[config.mk]
export PLATFORM = sky130hd
export DESIGN_NAME = serial_receiver
export DESIGN_NICKNAME = d
export VERILOG_FILES = /design/src/rtl/serial_receiver.sv
export SDC_FILE = /design/constraint.sdc
export NUM_CORES = 1
export LEC_CHECK = 0
export ABC_CLOCK_PERIOD_IN_PS = 3300
export BUFFER_PORTS_ARGS = -buffer_cell sky130_fd_sc_hd__clkbuf_2
export CAP_MARGIN = 20
export CORE_UTILIZATION = 35
export CTS_CLUSTER_SIZE = 14
export DETAILED_ROUTE_END_ITERATION = 6
export PLACE_DENSITY = 0.53
export SLEW_MARGIN = 0
export SYNTH_ARGS = -nofsm -noshare
export SYNTH_HDL_FRONTEND = slang
export SYNTH_SLANG_ARGS = --single-unit
[constraint.sdc]
create_clock -name clk -period 3.3 [get_ports clk]
set_clock_uncertainty 0.2 [all_clocks]
set_input_delay 0.825 -clock clk [delete_from_list [all_inputs] [get_ports clk]]
set_output_delay 0.825 -clock clk [all_outputs]
set_load 0.01 [all_outputs]
[src/rtl/serial_receiver.sv]
// Serial word receiver: frames MSB-first marker-led words off a 1-bit line and queues them for a valid/ready consumer.
// Optional even-parity rejection of completed words when PARITY_CHECK_EN is defined.
module serial_receiver #(
  parameter int WORD_SIZE  = 23,
  parameter int FIFO_DEPTH = 4
) (
  input  logic                 clk,
  input  logic                 rst_n,
  input  logic                 serial_in,
  output logic [WORD_SIZE-1:0] word_out,
  output logic                 word_valid,
  input  logic                 word_ready,
  output logic                 busy,
  output logic                 overflow,
  output logic [12:0]          word_count,
  output logic [7:0]           parity_err_cnt
);

  localparam int CW = $clog2(WORD_SIZE-1);
  localparam int AW = $clog2(FIFO_DEPTH);
  localparam logic [0:0] S_IDLE  = 1'b0;
  localparam logic [0:0] S_SHIFT = 1'b1;

  logic [0:0]                             state;
  logic [WORD_SIZE-2:0]                   shreg;
  logic [CW-1:0]                          bit_cnt;
  logic [FIFO_DEPTH-1:0][WORD_SIZE-1:0]   mem;
  logic [AW-1:0]                          rd_ptr, wr_ptr;
  logic [AW:0]                            occ;
  logic [WORD_SIZE-1:0]                   word_c;
  logic done, par_ok, full, pop, push;

  // Completed word includes the bit sampled on this edge, so it is pushed with zero extra latency.
  assign word_c = {shreg, serial_in};
  assign done   = (state == S_SHIFT) && (bit_cnt == '0);

`ifdef PARITY_CHECK_EN
  assign par_ok = ~^word_c;
`else
  assign par_ok = 1'b1;
`endif

  assign full       = (occ == (AW+1)'(FIFO_DEPTH));
  assign word_valid = (occ != '0);
  assign pop        = word_valid & word_ready;
  // A pop on the same edge frees the slot, so a full FIFO still accepts.
  assign push       = done & par_ok & (~full | pop);
  assign busy       = (state == S_SHIFT);
  assign word_out   = word_valid ? mem[rd_ptr] : '0;

  always_ff @(posedge clk or negedge rst_n) begin
    if (!rst_n) begin
      state   <= S_IDLE;
      shreg   <= '0;
      bit_cnt <= '0;
    end else begin
      case (state)
        S_IDLE: if (serial_in) begin
          shreg   <= (WORD_SIZE-1)'(1);
          bit_cnt <= CW'(WORD_SIZE-2);
          state   <= S_SHIFT;
        end
        S_SHIFT: begin
          shreg <= word_c[WORD_SIZE-2:0];
          if (bit_cnt == '0) state <= S_IDLE;
          else               bit_cnt <= bit_cnt - 1'b1;
        end
        default: state <= S_IDLE;
      endcase
    end
  end

  always_ff @(posedge clk or negedge rst_n) begin
    if (!rst_n) begin
      mem    <= '0;
      rd_ptr <= '0;
      wr_ptr <= '0;
      occ    <= '0;
    end else begin
      if (push) begin
        mem[wr_ptr] <= word_c;
        wr_ptr      <= wr_ptr + 1'b1;
      end
      if (pop) rd_ptr <= rd_ptr + 1'b1;
      case ({push, pop})
        2'b10:   occ <= occ + 1'b1;
        2'b01:   occ <= occ - 1'b1;
        default: occ <= occ;
      endcase
    end
  end

  always_ff @(posedge clk or negedge rst_n) begin
    if (!rst_n) begin
      overflow   <= 1'b0;
      word_count <= '0;
    end else begin
      if (done & par_ok & full & ~pop) overflow <= 1'b1;
      if (push) word_count <= word_count + 13'd1;
    end
  end

`ifdef PARITY_CHECK_EN
  always_ff @(posedge clk or negedge rst_n) begin
    if (!rst_n)                                   parity_err_cnt <= '0;
    else if (done && !par_ok && parity_err_cnt != 8'hFF) parity_err_cnt <= parity_err_cnt + 8'd1;
  end
`else
  assign parity_err_cnt = '0;
`endif

endmodule

# Word-level counts from Yosys, hierarchy flattened
# Cells that the tools add are included.
op_classes:
  n_bitwise: 8
  eq_ne: 5
  add_sub_neg: 6
  magnitude_cmp: 3
  mux: 15
  reduce_logical: 6
op_table:
  columns: ["op", "count"]
  rows:
  - ["$bwmux 92", 1]
  - ["$mux 23", 3]
  - ["$bmux 23 s2", 1]
  - ["$demux 23 s2", 1]
  - ["$pmux 22 s2", 1]
  - ["$mux 22", 1]
  - ["$add 13x1->13 const B", 1]
  - ["$mux 5", 2]
  - ["$pmux 5 s2", 1]
  - ["$lt 2x3->1 const B", 2]
  - ["$pmux 3 s2", 1]
  - ["$logic_not 5->1", 1]
  - ["$sub 5x1->5 const B", 1]
  - ["$add 2x1->2 const B", 2]
  - ["$and 1x1->1", 4]
  - ["$ne 2x2->1 const B", 2]
  - ["$add 3x1->3 const B", 1]
  - ["$eq 3x3->1 const B", 1]
  - ["$not 1->1", 3]
  - ["$reduce_bool 3->1", 1]
  - ["$sub 3x1->3 const B", 1]
  - ["$eq 2x1->1 const B", 1]
  - ["$eq 2x2->1 const B", 1]
  - ["$ge 2x1->1 const B", 1]
  - ["other kinds (6)", 8]
totals:
  ff_bits: 141
  elab_cells: 55
  out_inout_bits: 47
  in_bits: 4

# Logic depth before layout (Yosys ltp)
depth:
  ltp_word: 6
  ltp_mapped: 12
  depth_no_buf: 11

# Worst setup path before layout
# No wires, ideal clock.
synth_path:
  kind: "input-to-reg"
  from: "in word_ready"
  to: "reg occ[2]"
  path_slack_ps: 413
  required_time_ps: 3021
  stages: 10
  n_path_buf: 1
  t_arrival_ps: 2608
  setup_ps: 79
  path_cell_list: "nor4b_1 nor3_2 buf_4 inv_1 ha_1 inv_1 fa_1 xor2_1 nor2_1 xor2_1"
synth_between:
  elab_chain_cells: 5
  word_cells_on_any_way: 7
  classes_between: "2 x eq/ne; 1 x mux; 3 x bitwise; 1 x reduce/logical"
synth_rtl:
  columns: ["item", "line_no", "rtl"]
  rows:
  - ["start: declaration", "12", "input logic word_ready,"]
  - ["$and 1x1->1 (*)", "45", "assign pop = word_valid & word_ready;"]
  - ["$or 1x1->1", "47", "assign push = done & par_ok & (~full | pop);"]
  - ["$and 1x1->1", "47", null]
  - ["$eq 2x1->1 or $eq 2x2->1 (tied branches)", "85", "case ({push, pop})"]
  - ["$pmux 3 s2 or $reduce_bool 2->1 (tied branches)", null, null]
  - ["end signal: assignment", "86", "2'b10: occ <= occ + 1'b1;"]
  - ["end signal: assignment", "87", "2'b01: occ <= occ - 1'b1;"]
  - ["end: declaration", "29", "logic [AW:0] occ;"]
# Every way passes the cells marked *; elsewhere a longest branch is shown, timed or not.
# A chain may end at the register's enable or synchronous reset.

# Worst setup path in the final report
layout_path:
  from: "reg occ[0]"
  to: "out word_out[0]"
layout_between:
  elab_chain_cells: 2
layout_rtl:
  columns: ["item", "line_no", "rtl"]
  rows:
  - ["$reduce_bool 3->1", "44", "assign word_valid = (occ != '0);"]
  - ["$mux 23", "49", "assign word_out = word_valid ? mem[rd_ptr] : '0;"]
  - ["end: declaration", "10", "output logic [WORD_SIZE-1:0] word_out,"]
# No other way between the ends.

==> insert_results.sql <==
INSERT INTO impl_metrics (metric_group, metric, value, unit) VALUES
('clock_network', 'tritoncts_buffer_count', '17', ''),
('finish', 'mostFrequentLayoutCells', 'sky130_fd_sc_hd__dfrtp_1 (141), sky130_fd_sc_hd__mux2_2 (78), sky130_fd_sc_hd__nand2_1 (50), sky130_fd_sc_hd__clkbuf_2 (41), sky130_fd_sc_hd__and2_1 (24)', ''),
('route', 'routed-via-count', '3719', ''),
('route', 'postRouteWirelength', '12900', 'um'),
('worst_hold_path', 'timing.hold.worst.class', 'input port to asynchronous set/reset pin', ''),
('clock_network', 'number_of_hold_repair_buffers_added_at_the_cts_stage', '0', ''),
('clock_network', 'clk_pin_slew', '60', 'ps'),
('synthesis', 'synth-edff-count', '0', ''),
('synthesis', 'synth.avg_cell_area', '13.6', 'sq um'),
('global_routing', 'grt_pass1_wl', '21700', 'um'),
('timing', 'setup_violations', '0', ''),
('place', 'numPlacedInstances', '720', ''),
('global_routing', 'grt_use_total', '15.7', '%'),
('worst_setup_path', 'path_max_fanout', '18', ''),
('worst_setup_path', 'worst_r2r_startpoint', 'bit_cnt[0]', ''),
('synthesis', 'instance_count_of_the_mapped_netlist', '464', ''),
('route', 'drt_drc_violations_left', '0', ''),
('timing', 'post-route-min-period', '3040', 'ps'),
('worst_setup_path', 'critPathLaunch', 'occ[0]', ''),
('timing', 'max-slew-margin-rel', '47.4', '%'),
('timing', 'fin_crit_sh', '92.1', '%'),
('timing', 'final.setup.tns', '0', 'ps'),
('clock_network', 'cts_post_setup_buffers_inserted', '0', ''),
('finish', 'finish.net_count', '527', ''),
('worst_setup_path', 'crit_buf_inv', '2', ''),
('clock_network', 'cts.sinks', '141', ''),
('global_routing', 'via_count_of_the_first_global_routing_pass', '4005', ''),
('global_routing', 'antenna_violations_before_repair', '0', ''),
('die', 'placement_rows', '48', ''),
('power', 'leakage_power_figure', '0.00358', 'uW'),
('worst_setup_path', 'slowest_delay', '560', 'ps'),
('synthesis', 'post_synth_instance_area', '6310', 'sq um'),
('global_routing', 'grt_max_degree', '80', ''),
('die', 'die_area', '18600', 'sq um'),
('synthesis', 'ys_seq_area_share', '55.9', '%'),
('die', 'die_x', '136', 'um'),
('global_routing', 'gr-total-overflow', '0', ''),
('power', 'ir_worst_vdd', '0.428', 'mV'),
('die', 'coreArea', '17500', 'sq um'),
('route', 'drt.antenna.violating_nets', '0', ''),
('synthesis', 'yosysWarningCount', '0', ''),
('synthesis', 'post_synth_num_cell_types', '34', ''),
('route', 'average_via_count_per_standard_cell', '4.95', ''),
('die', 'io_pins', '51', ''),
('flow_run', 'max_cap_violations', '0', ''),
('place', 'detailed_place_hpwl', '7740', 'um'),
('route', 'wl_per_cell', '17.2', 'um'),
('finish', 'drive_above_1_share', '37.2', '%'),
('finish', 'fin_cells', '752', ''),
('run_status', 'status', 'finished clean', ''),
('worst_setup_path', 'endpoint_kind', 'output pin', ''),
('timing', 'hold_violations', '0', ''),
('worst_setup_path', 'timing.critical_path.max_delay_family', 'simple AND/OR/NAND/NOR gates', ''),
('clock_network', 'cts_tree', 'built', ''),
('worst_setup_path', 'timing.critical_path.from_type', 'register', ''),
('worst_setup_path', 'crit_chain', 'or3_1 > buf_4 > and2_1 > clkbuf_2', ''),
('clock_network', 'clkLatencyLatePin', '420', 'ps'),
('worst_setup_path', 'critPathArrivalTime', '2010', 'ps'),
('power', 'design_power_total', '6620', 'uW'),
('clock_network', 'clk_path_buf_depth', '2', ''),
('timing', 'worstMarginPinSlew', '785', 'ps'),
('clock_network', 'htree_levels', '4', ''),
('die', 'initial_core_util', '36.1', '%'),
('clock_network', 'clk_root_buffer_cell', 'sky130_fd_sc_hd__clkbuf_16', ''),
('finish', 'area_growth_syn_to_layout', '17.8', '%'),
('die', 'die_h', '136', 'um'),
('timing', 'grt_setup_unrepaired', 'false', ''),
('place', 'finalWeightedCongestion', '0.705', ''),
('worst_setup_path', 'crit_required', '2270', 'ps'),
('timing', 'drv_slew', '0', ''),
('worst_setup_path', 'startpoint_to_endpoint_class_of_the_critical_path', 'register to output pin', ''),
('place', 'port_buffers', '42', ''),
('synthesis', 'postSynth.topFlopCell', 'sky130_fd_sc_hd__dfrtp_1', ''),
('clock_network', 'postcts_resize_cnt', '0', ''),
('timing', 'clock.fmax', '0.329', 'GHz'),
('synthesis', 'synth_async_sr_flop_share', '100', '%'),
('finish', 'mostFrequentLayoutCell', 'sky130_fd_sc_hd__dfrtp_1', ''),
('route', 'drt_pre_antenna_iters', '4', ''),
('finish', 'n_antenna_cell', '0', ''),
('worst_setup_path', 'timing.critical_path.slowest_stage_cell', 'sky130_fd_sc_hd__or3_1', ''),
('synthesis', 'synth_register_bits', '141', ''),
('power', 'power-per-cell-area', '890', 'nW/um^2'),
('route', 'detail_route.iter0.violations', '187', '');
## Yosys cell counts (2+ instances only)
| library cell | instances | area [sq um] |
|---|---|---|
| sky130_fd_sc_hd__mux2_1 | 16 | 180 |
| sky130_fd_sc_hd__or3_1 | 3 | 18.8 |
| sky130_fd_sc_hd__or4_1 | 2 | 15.0 |
| sky130_fd_sc_hd__o21ai_0 | 20 | 100 |
| sky130_fd_sc_hd__buf_2 | 11 | 55.1 |
| sky130_fd_sc_hd__ha_1 | 8 | 100 |
| sky130_fd_sc_hd__nand2_1 | 50 | 188 |
| sky130_fd_sc_hd__xor2_1 | 8 | 70.1 |
| sky130_fd_sc_hd__a22o_1 | 2 | 17.5 |
| sky130_fd_sc_hd__inv_1 | 9 | 33.8 |
| sky130_fd_sc_hd__nand2_2 | 3 | 18.8 |
| sky130_fd_sc_hd__xnor2_1 | 11 | 96.3 |
| sky130_fd_sc_hd__buf_4 | 9 | 67.6 |
| sky130_fd_sc_hd__clkbuf_1 | 13 | 48.8 |
| sky130_fd_sc_hd__a21o_1 | 2 | 15.0 |
| sky130_fd_sc_hd__nor2_1 | 9 | 33.8 |
| sky130_fd_sc_hd__mux2_2 | 78 | 878 |
| sky130_fd_sc_hd__and4_1 | 2 | 17.5 |
| sky130_fd_sc_hd__nand3_1 | 5 | 25.0 |
| sky130_fd_sc_hd__dfrtp_1 | 141 | 3530 |
| sky130_fd_sc_hd__mux4_2 | 23 | 518 |
| sky130_fd_sc_hd__nand4_1 | 4 | 25.0 |
| sky130_fd_sc_hd__and2_1 | 24 | 150 |
## worst register-to-register path, stage by stage (launching register included)
cell	delay, ps
sky130_fd_sc_hd__dfrtp_1	390
sky130_fd_sc_hd__inv_1	80
sky130_fd_sc_hd__ha_1	150
sky130_fd_sc_hd__or4b_4	490
sky130_fd_sc_hd__nor3_2	620
sky130_fd_sc_hd__inv_1	100
sky130_fd_sc_hd__ha_1	230
sky130_fd_sc_hd__inv_1	70
sky130_fd_sc_hd__fa_1	170
sky130_fd_sc_hd__xor2_1	160
sky130_fd_sc_hd__nor2_1	60
sky130_fd_sc_hd__xor2_1	140
## power by group
part	switching (uW)	internal, uW
sequential	441	2320
clock	738	1190
combinational	909	1030
## kinds of logic (layout without fill, tap and decap cells)
logic type,count (synthesis),in the layout,share of synthesized area (%)
flip-flops,141,141,55.9
multiplexers,118,118,25.1
AND/OR/NAND/NOR,107,107,8.66
buffers and inverters,42,98,3.25
AO/OA/AOI/OAI,27,27,2.46
XOR/XNOR,19,19,2.64
adder cells (fa/ha/maj),9,9,1.90
other,1,8,0.0594
## layout make-up
class,instances,area (sq um)
clock buffer,17,425
clock inverter,15,173
fill,1592,10000
inverter,9,33.8
multi-input combinational,288,2610
sequential,141,3530
tap,225,282
timing repair buffer,57,392
## sequential cells by signal (all words and copies together) (netlist names)
register / flops
mem: 92
shreg: 22
word_count: 13
bit_cnt: 5
occ: 3
rd_ptr: 2
wr_ptr: 2
busy: 1
overflow: 1
## worst paths after layout
path	endpoint	slack [ps]	cells after the start
setup / recovery	word_out[0]	260	4
min in group clk	overflow	250	1
setup reg to reg	occ[2]	320	11
hold reg to reg	overflow	250	1
max in group asynchronous	mem[85]	2050	2
hold / removal	mem[4]	110	1
## layer usage
layer	wire (um)	vias to the layer above	GRT usage, %
li1	-	1718	-
met1	6160	1944	20.6
met2	6240	44	25.4
met3	369	13	4.06
met4	146	0	4.44
met5	0	-	0
## metrics by stage
step / setup slack, ps / area [sq um] / utilization (%) / hold WS, ps
floorplan: 413 / 6340 / - / 247
global placement: 342 / 6840 / 39.1 / 260
detailed placement: 277 / 6840 / 39.1 / 248
CTS: 205 / 7440 / 42.6 / 106
global route: 99.6 / 7440 / 42.6 / 112
finish: 261 / 7440 / 42.6 / 107
(Power assumes the default switching activity.)
